--- config.mk ---
export PLATFORM = sky130hd
export DESIGN_NAME = mem_lsu_flat
export DESIGN_NICKNAME = d
export VERILOG_FILES = /design/src/rtl/mem_lsu_if.sv /design/src/rtl/mem_lsu.sv /design/src/flat_wrapper.sv
export SDC_FILE = /design/constraint.sdc
export NUM_CORES = 1
export LEC_CHECK = 0
export ABC_AREA = 1
export CAP_MARGIN = 15
export CORE_UTILIZATION = 40
export CTS_BUF_LIST = sky130_fd_sc_hd__clkbuf_4
export DETAILED_ROUTE_END_ITERATION = 12
export DONT_BUFFER_PORTS = 1
export HOLD_SLACK_MARGIN = 0.12
export PLACE_DENSITY_LB_ADDON = 0.08
export SLEW_MARGIN = 20
export SYNTH_ARGS = -nofsm -noshare
export SYNTH_HDL_FRONTEND = slang
export SYNTH_SLANG_ARGS = --single-unit
export TNS_END_PERCENT = 20
--- constraint.sdc ---
create_clock -name clk -period 2.7 [get_ports clk]
set_clock_uncertainty 0.2 [all_clocks]
set_input_delay 0 -clock clk [delete_from_list [all_inputs] [get_ports clk]]
set_output_delay 0 -clock clk [all_outputs]
set_load 0.05 [all_outputs]
--- src/rtl/mem_lsu_if.sv ---
// mem_lsu_if: execute-stage, data-bus and writeback/exception signal bundle for mem_lsu
//   slave  modport: the LSU side (takes ex_*/flush_i/bus responses, drives ready/bus request/wb/exc)
//   master modport: the surrounding pipeline + memory side
interface mem_lsu_if #(parameter int XLEN = 32);
    logic              ex_valid_i;
    logic              ex_ready_o;
    logic              ex_load_i;
    logic              ex_store_i;
    logic [2:0]        ex_funct3_i;
    logic [XLEN-1:0]   ex_addr_i;
    logic [XLEN-1:0]   ex_wdata_i;
    logic [4:0]        ex_rd_addr_i;
    logic              ex_rd_we_i;
    logic [XLEN-1:0]   ex_rd_wdata_i;
    logic              flush_i;
    logic              bus_req_o;
    logic              bus_we_o;
    logic [XLEN-1:0]   bus_addr_o;
    logic [XLEN-1:0]   bus_wdata_o;
    logic [XLEN/8-1:0] bus_be_o;
    logic              bus_ack_i;
    logic              bus_err_i;
    logic [XLEN-1:0]   bus_rdata_i;
    logic              wb_valid_o;
    logic [4:0]        wb_rd_addr_o;
    logic              wb_rd_we_o;
    logic [XLEN-1:0]   wb_rd_wdata_o;
    logic              exc_valid_o;
    logic [3:0]        exc_cause_o;
    logic [XLEN-1:0]   exc_addr_o;

    modport slave (
        input  ex_valid_i, ex_load_i, ex_store_i, ex_funct3_i, ex_addr_i, ex_wdata_i,
               ex_rd_addr_i, ex_rd_we_i, ex_rd_wdata_i, flush_i, bus_ack_i, bus_err_i, bus_rdata_i,
        output ex_ready_o, bus_req_o, bus_we_o, bus_addr_o, bus_wdata_o, bus_be_o,
               wb_valid_o, wb_rd_addr_o, wb_rd_we_o, wb_rd_wdata_o, exc_valid_o, exc_cause_o, exc_addr_o
    );

    modport master (
        output ex_valid_i, ex_load_i, ex_store_i, ex_funct3_i, ex_addr_i, ex_wdata_i,
               ex_rd_addr_i, ex_rd_we_i, ex_rd_wdata_i, flush_i, bus_ack_i, bus_err_i, bus_rdata_i,
        input  ex_ready_o, bus_req_o, bus_we_o, bus_addr_o, bus_wdata_o, bus_be_o,
               wb_valid_o, wb_rd_addr_o, wb_rd_we_o, wb_rd_wdata_o, exc_valid_o, exc_cause_o, exc_addr_o
    );
endinterface

--- src/rtl/mem_lsu.sv ---
// mem_lsu: load/store unit issuing one data-bus access at a time, with writeback and access faults
//   clk, rstn (async, active-low), io (mem_lsu_if.slave: ex handshake, data bus, wb/exc outputs)
//   XLEN 32/64; TIMEOUT bus cycles without ack before a fault (0 = never)
//   MEM_LSU_MISALIGN_SPLIT_EN: accesses crossing a bus word are split into two beats;
//   undefined, any misaligned access faults without a bus request
module mem_lsu #(
    parameter int XLEN    = 32,
    parameter int TIMEOUT = 0
) (
    input logic      clk,
    input logic      rstn,
    mem_lsu_if.slave io
);
    localparam int NB = XLEN / 8;
    localparam int OW = $clog2(NB);
    localparam int DW = 2 * XLEN;
    localparam int BW = 2 * NB;

    typedef enum logic [1:0] {IDLE, BUS1, BUS2} state_t;
    state_t r_state, w_state_n;

    logic [31:0]     r_tcnt;
    logic [XLEN-1:0] r_base, r_addr, r_lo;
    logic [BW-1:0]   r_be2;
    logic [DW-1:0]   r_wd2;
    logic [2:0]      r_f3;
    logic [3:0]      r_off;
    logic [4:0]      r_rd_addr;
    logic            r_we, r_rd_we, r_kill;
    logic            r_wb_valid, r_wb_rd_we, r_exc_valid;
    logic [4:0]      r_wb_rd_addr;
    logic [XLEN-1:0] r_wb_rd_wdata, r_exc_addr;
    logic [3:0]      r_exc_cause;

    logic            w_ready, w_acc, w_mem, w_illegal, w_mis_fault, w_kill, w_split, w_tmo, w_sgn;
    logic [3:0]      w_nb, w_off, w_rnb;
    logic [15:0]     w_bm;
    logic [BW-1:0]   w_be2;
    logic [DW-1:0]   w_dm, w_wd2, w_raw, w_rm;
    logic [XLEN-1:0] w_ld;

    // Decode of the offered access; be/wdata are built over two bus words so a split needs no extra logic
    always_comb begin
        w_nb      = 4'd1 << io.ex_funct3_i[1:0];
        w_off     = 4'(io.ex_addr_i[OW-1:0]);
        w_mem     = io.ex_load_i || io.ex_store_i;
        w_illegal = (XLEN == 32) ? (io.ex_funct3_i == 3'b011 || io.ex_funct3_i[2:1] == 2'b11)
                                 : (io.ex_funct3_i == 3'b111);
        w_bm      = (16'd1 << w_nb) - 16'd1;
        w_be2     = BW'(w_bm) << w_off;
        w_dm      = (DW'(1) << {w_nb, 3'b000}) - DW'(1);
        w_wd2     = (DW'(io.ex_wdata_i) & w_dm) << {w_off, 3'b000};
    end

`ifdef MEM_LSU_MISALIGN_SPLIT_EN
    assign w_mis_fault = 1'b0;
`else
    assign w_mis_fault = (w_off & (w_nb - 4'd1)) != 4'd0;
`endif

    assign w_ready = rstn && r_state == IDLE && !io.flush_i;
    assign w_acc   = w_ready && io.ex_valid_i;
    assign w_kill  = r_kill || io.flush_i;
    assign w_split = |r_be2[BW-1:NB];
    assign w_tmo   = (TIMEOUT != 0) && (r_tcnt == 32'(TIMEOUT - 1));

    // Load extraction: second beat supplies the upper word of the merged pair
    always_comb begin
        w_rnb = 4'd1 << r_f3[1:0];
        w_raw = (r_state == BUS2 ? {io.bus_rdata_i, r_lo} : DW'(io.bus_rdata_i)) >> {r_off, 3'b000};
        w_rm  = (DW'(1) << {w_rnb, 3'b000}) - DW'(1);
        w_sgn = !r_f3[2] && |(w_raw & (w_rm ^ (w_rm >> 1)));
        w_ld  = (w_raw[XLEN-1:0] & w_rm[XLEN-1:0]) | ({XLEN{w_sgn}} & ~w_rm[XLEN-1:0]);
    end

    // Timeout counter restarts on every state change, so each beat gets its own budget
    always_ff @(posedge clk or negedge rstn) begin
        if (!rstn) begin
            r_state <= IDLE;
            r_tcnt  <= '0;
        end else begin
            r_state <= w_state_n;
            r_tcnt  <= (w_state_n != r_state || r_state == IDLE) ? '0 : r_tcnt + 32'd1;
        end
    end

    // A killed load never starts its second beat; a killed store still completes both
    always_comb begin
        w_state_n = r_state;
        case (r_state)
            IDLE:    w_state_n = (w_acc && w_mem && !w_illegal && !w_mis_fault) ? BUS1 : IDLE;
            BUS1:    w_state_n = io.bus_err_i ? IDLE :
                                 io.bus_ack_i ? ((w_split && !(w_kill && !r_we)) ? BUS2 : IDLE) :
                                 w_tmo ? IDLE : BUS1;
            BUS2:    w_state_n = (io.bus_ack_i || io.bus_err_i || w_tmo) ? IDLE : BUS2;
            default: w_state_n = IDLE;
        endcase
    end

    always_comb begin
        io.ex_ready_o    = w_ready;
        io.bus_req_o     = r_state != IDLE;
        io.bus_we_o      = r_we;
        io.bus_addr_o    = r_state == BUS2 ? r_base + XLEN'(NB) : r_base;
        io.bus_be_o      = r_state == BUS2 ? r_be2[BW-1:NB] : r_be2[NB-1:0];
        io.bus_wdata_o   = r_state == BUS2 ? r_wd2[DW-1:XLEN] : r_wd2[XLEN-1:0];
        io.wb_valid_o    = r_wb_valid;
        io.wb_rd_addr_o  = r_wb_rd_addr;
        io.wb_rd_we_o    = r_wb_rd_we;
        io.wb_rd_wdata_o = r_wb_rd_wdata;
        io.exc_valid_o   = r_exc_valid;
        io.exc_cause_o   = r_exc_cause;
        io.exc_addr_o    = r_exc_addr;
    end

    always_ff @(posedge clk or negedge rstn) begin
        if (!rstn) begin
            r_base        <= '0;
            r_addr        <= '0;
            r_lo          <= '0;
            r_be2         <= '0;
            r_wd2         <= '0;
            r_f3          <= '0;
            r_off         <= '0;
            r_rd_addr     <= '0;
            r_we          <= 1'b0;
            r_rd_we       <= 1'b0;
            r_kill        <= 1'b0;
            r_wb_valid    <= 1'b0;
            r_wb_rd_addr  <= '0;
            r_wb_rd_we    <= 1'b0;
            r_wb_rd_wdata <= '0;
            r_exc_valid   <= 1'b0;
            r_exc_cause   <= '0;
            r_exc_addr    <= '0;
        end else begin
            r_wb_valid  <= 1'b0;
            r_exc_valid <= 1'b0;
            if (r_state == IDLE) begin
                if (w_acc && !w_mem) begin
                    r_wb_valid    <= 1'b1;
                    r_wb_rd_addr  <= io.ex_rd_addr_i;
                    r_wb_rd_we    <= io.ex_rd_we_i;
                    r_wb_rd_wdata <= io.ex_rd_wdata_i;
                end else if (w_acc && (w_illegal || w_mis_fault)) begin
                    r_exc_valid <= 1'b1;
                    r_exc_cause <= w_illegal ? (io.ex_store_i ? 4'd7 : 4'd5) : (io.ex_store_i ? 4'd6 : 4'd4);
                    r_exc_addr  <= io.ex_addr_i;
                end else if (w_acc) begin
                    r_base    <= io.ex_addr_i & ~XLEN'(NB - 1);
                    r_addr    <= io.ex_addr_i;
                    r_be2     <= w_be2;
                    r_wd2     <= w_wd2;
                    r_f3      <= io.ex_funct3_i;
                    r_off     <= w_off;
                    r_rd_addr <= io.ex_rd_addr_i;
                    r_we      <= io.ex_store_i;
                    r_rd_we   <= io.ex_rd_we_i && !io.ex_store_i;
                    r_kill    <= 1'b0;
                end
            end else begin
                r_kill <= w_kill;
                if (w_state_n == BUS2 && r_state == BUS1)
                    r_lo <= io.bus_rdata_i;
                if (w_state_n == IDLE && !w_kill) begin
                    if (io.bus_ack_i && !io.bus_err_i) begin
                        r_wb_valid    <= 1'b1;
                        r_wb_rd_addr  <= r_rd_addr;
                        r_wb_rd_we    <= r_rd_we;
                        r_wb_rd_wdata <= r_we ? '0 : w_ld;
                    end else begin
                        r_exc_valid <= 1'b1;
                        r_exc_cause <= r_we ? 4'd7 : 4'd5;
                        r_exc_addr  <= r_addr;
                    end
                end
            end
        end
    end
endmodule

--- src/flat_wrapper.sv ---
// flat-port wrapper written by rule: the top's interface ports become plain ports
module mem_lsu_flat 
#(
    parameter int XLEN    = 32,
    parameter int TIMEOUT = 0
)
  (clk, rstn, io_ex_valid_i, io_ex_load_i, io_ex_store_i, io_ex_funct3_i, io_ex_addr_i, io_ex_wdata_i, io_ex_rd_addr_i, io_ex_rd_we_i, io_ex_rd_wdata_i, io_flush_i, io_bus_ack_i, io_bus_err_i, io_bus_rdata_i, io_ex_ready_o, io_bus_req_o, io_bus_we_o, io_bus_addr_o, io_bus_wdata_o, io_bus_be_o, io_wb_valid_o, io_wb_rd_addr_o, io_wb_rd_we_o, io_wb_rd_wdata_o, io_exc_valid_o, io_exc_cause_o, io_exc_addr_o);
  mem_lsu_if #(.XLEN(XLEN)) io_i ();
  input logic clk;
  input logic rstn;
  input wire logic [$bits(io_i.ex_valid_i)-1:0] io_ex_valid_i;
  input wire logic [$bits(io_i.ex_load_i)-1:0] io_ex_load_i;
  input wire logic [$bits(io_i.ex_store_i)-1:0] io_ex_store_i;
  input wire logic [$bits(io_i.ex_funct3_i)-1:0] io_ex_funct3_i;
  input wire logic [$bits(io_i.ex_addr_i)-1:0] io_ex_addr_i;
  input wire logic [$bits(io_i.ex_wdata_i)-1:0] io_ex_wdata_i;
  input wire logic [$bits(io_i.ex_rd_addr_i)-1:0] io_ex_rd_addr_i;
  input wire logic [$bits(io_i.ex_rd_we_i)-1:0] io_ex_rd_we_i;
  input wire logic [$bits(io_i.ex_rd_wdata_i)-1:0] io_ex_rd_wdata_i;
  input wire logic [$bits(io_i.flush_i)-1:0] io_flush_i;
  input wire logic [$bits(io_i.bus_ack_i)-1:0] io_bus_ack_i;
  input wire logic [$bits(io_i.bus_err_i)-1:0] io_bus_err_i;
  input wire logic [$bits(io_i.bus_rdata_i)-1:0] io_bus_rdata_i;
  output wire logic [$bits(io_i.ex_ready_o)-1:0] io_ex_ready_o;
  output wire logic [$bits(io_i.bus_req_o)-1:0] io_bus_req_o;
  output wire logic [$bits(io_i.bus_we_o)-1:0] io_bus_we_o;
  output wire logic [$bits(io_i.bus_addr_o)-1:0] io_bus_addr_o;
  output wire logic [$bits(io_i.bus_wdata_o)-1:0] io_bus_wdata_o;
  output wire logic [$bits(io_i.bus_be_o)-1:0] io_bus_be_o;
  output wire logic [$bits(io_i.wb_valid_o)-1:0] io_wb_valid_o;
  output wire logic [$bits(io_i.wb_rd_addr_o)-1:0] io_wb_rd_addr_o;
  output wire logic [$bits(io_i.wb_rd_we_o)-1:0] io_wb_rd_we_o;
  output wire logic [$bits(io_i.wb_rd_wdata_o)-1:0] io_wb_rd_wdata_o;
  output wire logic [$bits(io_i.exc_valid_o)-1:0] io_exc_valid_o;
  output wire logic [$bits(io_i.exc_cause_o)-1:0] io_exc_cause_o;
  output wire logic [$bits(io_i.exc_addr_o)-1:0] io_exc_addr_o;
  assign io_i.ex_valid_i = io_ex_valid_i;
  assign io_i.ex_load_i = io_ex_load_i;
  assign io_i.ex_store_i = io_ex_store_i;
  assign io_i.ex_funct3_i = io_ex_funct3_i;
  assign io_i.ex_addr_i = io_ex_addr_i;
  assign io_i.ex_wdata_i = io_ex_wdata_i;
  assign io_i.ex_rd_addr_i = io_ex_rd_addr_i;
  assign io_i.ex_rd_we_i = io_ex_rd_we_i;
  assign io_i.ex_rd_wdata_i = io_ex_rd_wdata_i;
  assign io_i.flush_i = io_flush_i;
  assign io_i.bus_ack_i = io_bus_ack_i;
  assign io_i.bus_err_i = io_bus_err_i;
  assign io_i.bus_rdata_i = io_bus_rdata_i;
  assign io_ex_ready_o = io_i.ex_ready_o;
  assign io_bus_req_o = io_i.bus_req_o;
  assign io_bus_we_o = io_i.bus_we_o;
  assign io_bus_addr_o = io_i.bus_addr_o;
  assign io_bus_wdata_o = io_i.bus_wdata_o;
  assign io_bus_be_o = io_i.bus_be_o;
  assign io_wb_valid_o = io_i.wb_valid_o;
  assign io_wb_rd_addr_o = io_i.wb_rd_addr_o;
  assign io_wb_rd_we_o = io_i.wb_rd_we_o;
  assign io_wb_rd_wdata_o = io_i.wb_rd_wdata_o;
  assign io_exc_valid_o = io_i.exc_valid_o;
  assign io_exc_cause_o = io_i.exc_cause_o;
  assign io_exc_addr_o = io_i.exc_addr_o;
  mem_lsu #(.XLEN(XLEN), .TIMEOUT(TIMEOUT)) u_core (.clk(clk), .rstn(rstn), .io(io_i));
endmodule
==> run summary <==
final slew viol count - 0
hold_ws - -1200 ps
via count of the first global-routing pass - 13,100
FF/Latch Area - 5410 sq um
post-synth top area share - 44.5%
Max-cap violations - 0
largest cells by area after synthesis - dfrtp_1, nand2_1, inv_1, o21ai_0, nor2_1
initial antenna violation count - 4
Final TNS setup - -3790 ps
Num Clock Sinks - 216
Startpoint Class - register
Hold Path Class - input pin to asynchronous set/reset pin
post-layout min period - 3000 ps
Final Hold Fails - 216
r2r setup slk - -30 ps
Cell variety after synth - 42
Global Route Usage Sum - 28.2%
placed cell count - 2,092
most frequent cells in the layout - nand2_1, dlygate4sd3_1, inv_1
worst vdd ir - 0.000624 V
Worst EP required - 2500 ps
Detail Route Antenna Nets - 0
failing checks - hold timing, setup timing
vias post-DR - 13,000
Post-DP Area - 13,100 sq um
Setup violations, final - 25
crit path DAT - 2800 ps
CTS Buffer Depth - 3
clock slew at reported path FFs - 70 ps
commonest non-fill, non-tap cell in the layout - nand2_1
final WL - 44.5 mm
Die Span Y - 176 um
largest net degree at the start of global routing - 218
Post-Syn Instances - 1,682
grt total ovfl - 0
CTS root buf - clkbuf_4
first-pass GRT wire length - 69.6 mm
non-filler instance count after layout - 2,577
Vias/cell - 5.03
relative max-transition margin - 56.3%
post-route design area - 18,000 sq um
number of synthesized register bits - 216
pre-CTS setup slack - 168 ps
highest clock rate - 334 MHz
register area share after synthesis - 44.5%
multi-input logic area - 5650 sq um
count of warnings emitted by yosys - 0
unrepaired setup endpoints after global routing - yes
syn avg cell area - 7.22 sq um
outcome - finished with violations
Clock Latency Late Sink - 740 ps
prevailing post-synth register cell - dfrtp_1
cell area after synthesis - 12,100 sq um
drt first-iter violations - 875
Tcrit/Tclk final - 111%
CORE AREA - 29,800 sq um
PwrDens - 728 nW/um^2
I/O pin count - 292
Static Leak - 0.00914 uW
FFs w/ async S/R, synth - 100%
worst-margin pin slew - 656 ps
final setup margin - -297 ps
TritonRoute pass-1 iters - 5
Port Buffer Count - 0
number of synthesized flops with an enable pin - 0
drt drc - 0
cts hold-fix bufs - 348
CP Capture Type - primary output
routed len/inst - 17.3 um
total power - 13,100 uW
H-tree depth - 2
fill count - 2,738
CTS tree - done
die footprint - 31,100 sq um
row cnt - 63
RePlAce Congestion - 0.899
NumNets Final - 2,289
DP HPWL - 27.7 mm
WS Path Type - register to primary output
share of layout cells above drive strength 1 - 14.7%
worst-path fanout max - 4
Yosys top cell by area - dfrtp_1
Die Wd - 176 um
Area Growth Syn to Fin - 47.9%
CTS Buf Count - 61
initial core utilization - 40.8%
-- metrics by stage --
step	hold slack (ps)	util, %
final	-1200	60.3
after global routing	-1300	60.3
after CTS	-1290	59.4
after detailed placement	-487	44.1
after global placement	-487	44.1
after floorplan	-496	-
-- where the power goes --
group / internal [uW] / switching (uW)
registers: 3840 / 1670
clock network: 1610 / 1480
logic: 1690 / 2790
-- sequential cells by signal, indices dropped and copies added, names as in the netlist --
| name | count |
|---|---|
| u_core.io.exc_valid_o | 1 |
| u_core.io.exc_addr_o | 32 |
| u_core.r_rd_addr | 5 |
| u_core.io.bus_we_o | 1 |
| u_core.r_wd2 | 56 |
| u_core.io.wb_rd_wdata_o | 32 |
| u_core.r_lo | 32 |
| u_core.r_f3 | 3 |
| u_core.r_be2 | 8 |
| u_core.io.wb_valid_o | 1 |
| u_core.r_rd_we | 1 |
| u_core.r_kill | 1 |
| u_core.io.exc_cause_o | 3 |
| u_core.r_addr | 31 |
| u_core.r_state | 2 |
| u_core.io.wb_rd_addr_o | 5 |
| u_core.r_base | 1 |
| u_core.io.wb_rd_we_o | 1 |
-- routing by layer --
| metal | global-route usage, % | up-vias | wire (um) |
|---|---|---|---|
| li1 | - | 6292 | - |
| met1 | 33.7 | 6122 | 18100 |
| met2 | 49.6 | 449 | 22200 |
| met3 | 6.27 | 94 | 2900 |
| met4 | 9.96 | 0 | 1260 |
| met5 | 0 | - | 0 |
-- critical path, cell delays in order (launching register included) --
cell and delay (ps):
dfrtp_1 390, inv_2 80, nand2_4 80, nor2_4 160, nand3_4 100, nor3_4 140
nand4_1 220, nor3_4 280, nand4_1 180, xnor2_1 210, buf_4 230
-- kinds of logic (layout without fill, tap and decap cells) --
group           count (synthesis)  in the layout  synth area share (%)
simple gates                  742            742                  25.1
compound gates                346            346                  16.6
buf+inv                       344            842                  11.3
flops                         216            216                  44.5
xor+xnor                       30             30                  2.16
fa+ha+maj                       3              3                 0.309
other cells                     1              8                0.0309
-- Yosys cell counts (all sizes together), types with 5 or more instances --
cell type	instances
nor2	171
dfrtp	216
nand2	470
nor3	11
o22ai	24
xnor2	12
nand3	71
nand4	8
clkinv	5
o221ai	5
inv	246
a21oi	77
buf	41
o211ai	56
clkbuf	52
or2	7
xor2	18
o21ai	166
a221oi	8
-- repair_timing --
| item | in CTS | in global routing |
|---|---|---|
| resized for setup | 36 | 44 |
| pin swaps | 11 | 15 |
| endpoints found under the hold margin | 433 | 216 |
| cloned | 0 | 1 |
| setup buffers | 18 | 9 |
| endpoints found under the setup margin | 45 | 120 |
-- worst paths after layout --
kind | startpoint | to | cells after the start
worst min-delay path | rstn | u_core.io.wb_rd_wdata_o[18]$_DFFE_PN0P_ | 0
worst max-delay path | u_core.r_state[0]$_DFF_PN0_ | io_bus_addr_o[25] | 10
worst min register to register | u_core.r_wd2[38]$_DFFE_PN0P_ | u_core.r_wd2[38]$_DFFE_PN0P_ | 2
worst max register to register | u_core.r_state[0]$_DFF_PN0_ | u_core.r_wd2[20]$_DFFE_PN0P_ | 12
max in group asynchronous | rstn | u_core.io.wb_rd_wdata_o[23]$_DFFE_PN0P_ | 0
min in group clk | io_ex_addr_i[0] | u_core.r_addr[0]$_DFFE_PN0P_ | 3
-- area by class of cell --
type / instances / area share (%)
timing repair buffer: 487 / 26.2
clock buffer: 90 / 3.76
sequential: 216 / 30.1
inverter: 251 / 5.28
clock inverter: 14 / 0.515
antenna: 5 / 0.0696
tap: 390 / 2.72
multi-input combinational: 1124 / 31.4
Power figures use the tool's default switching activity.
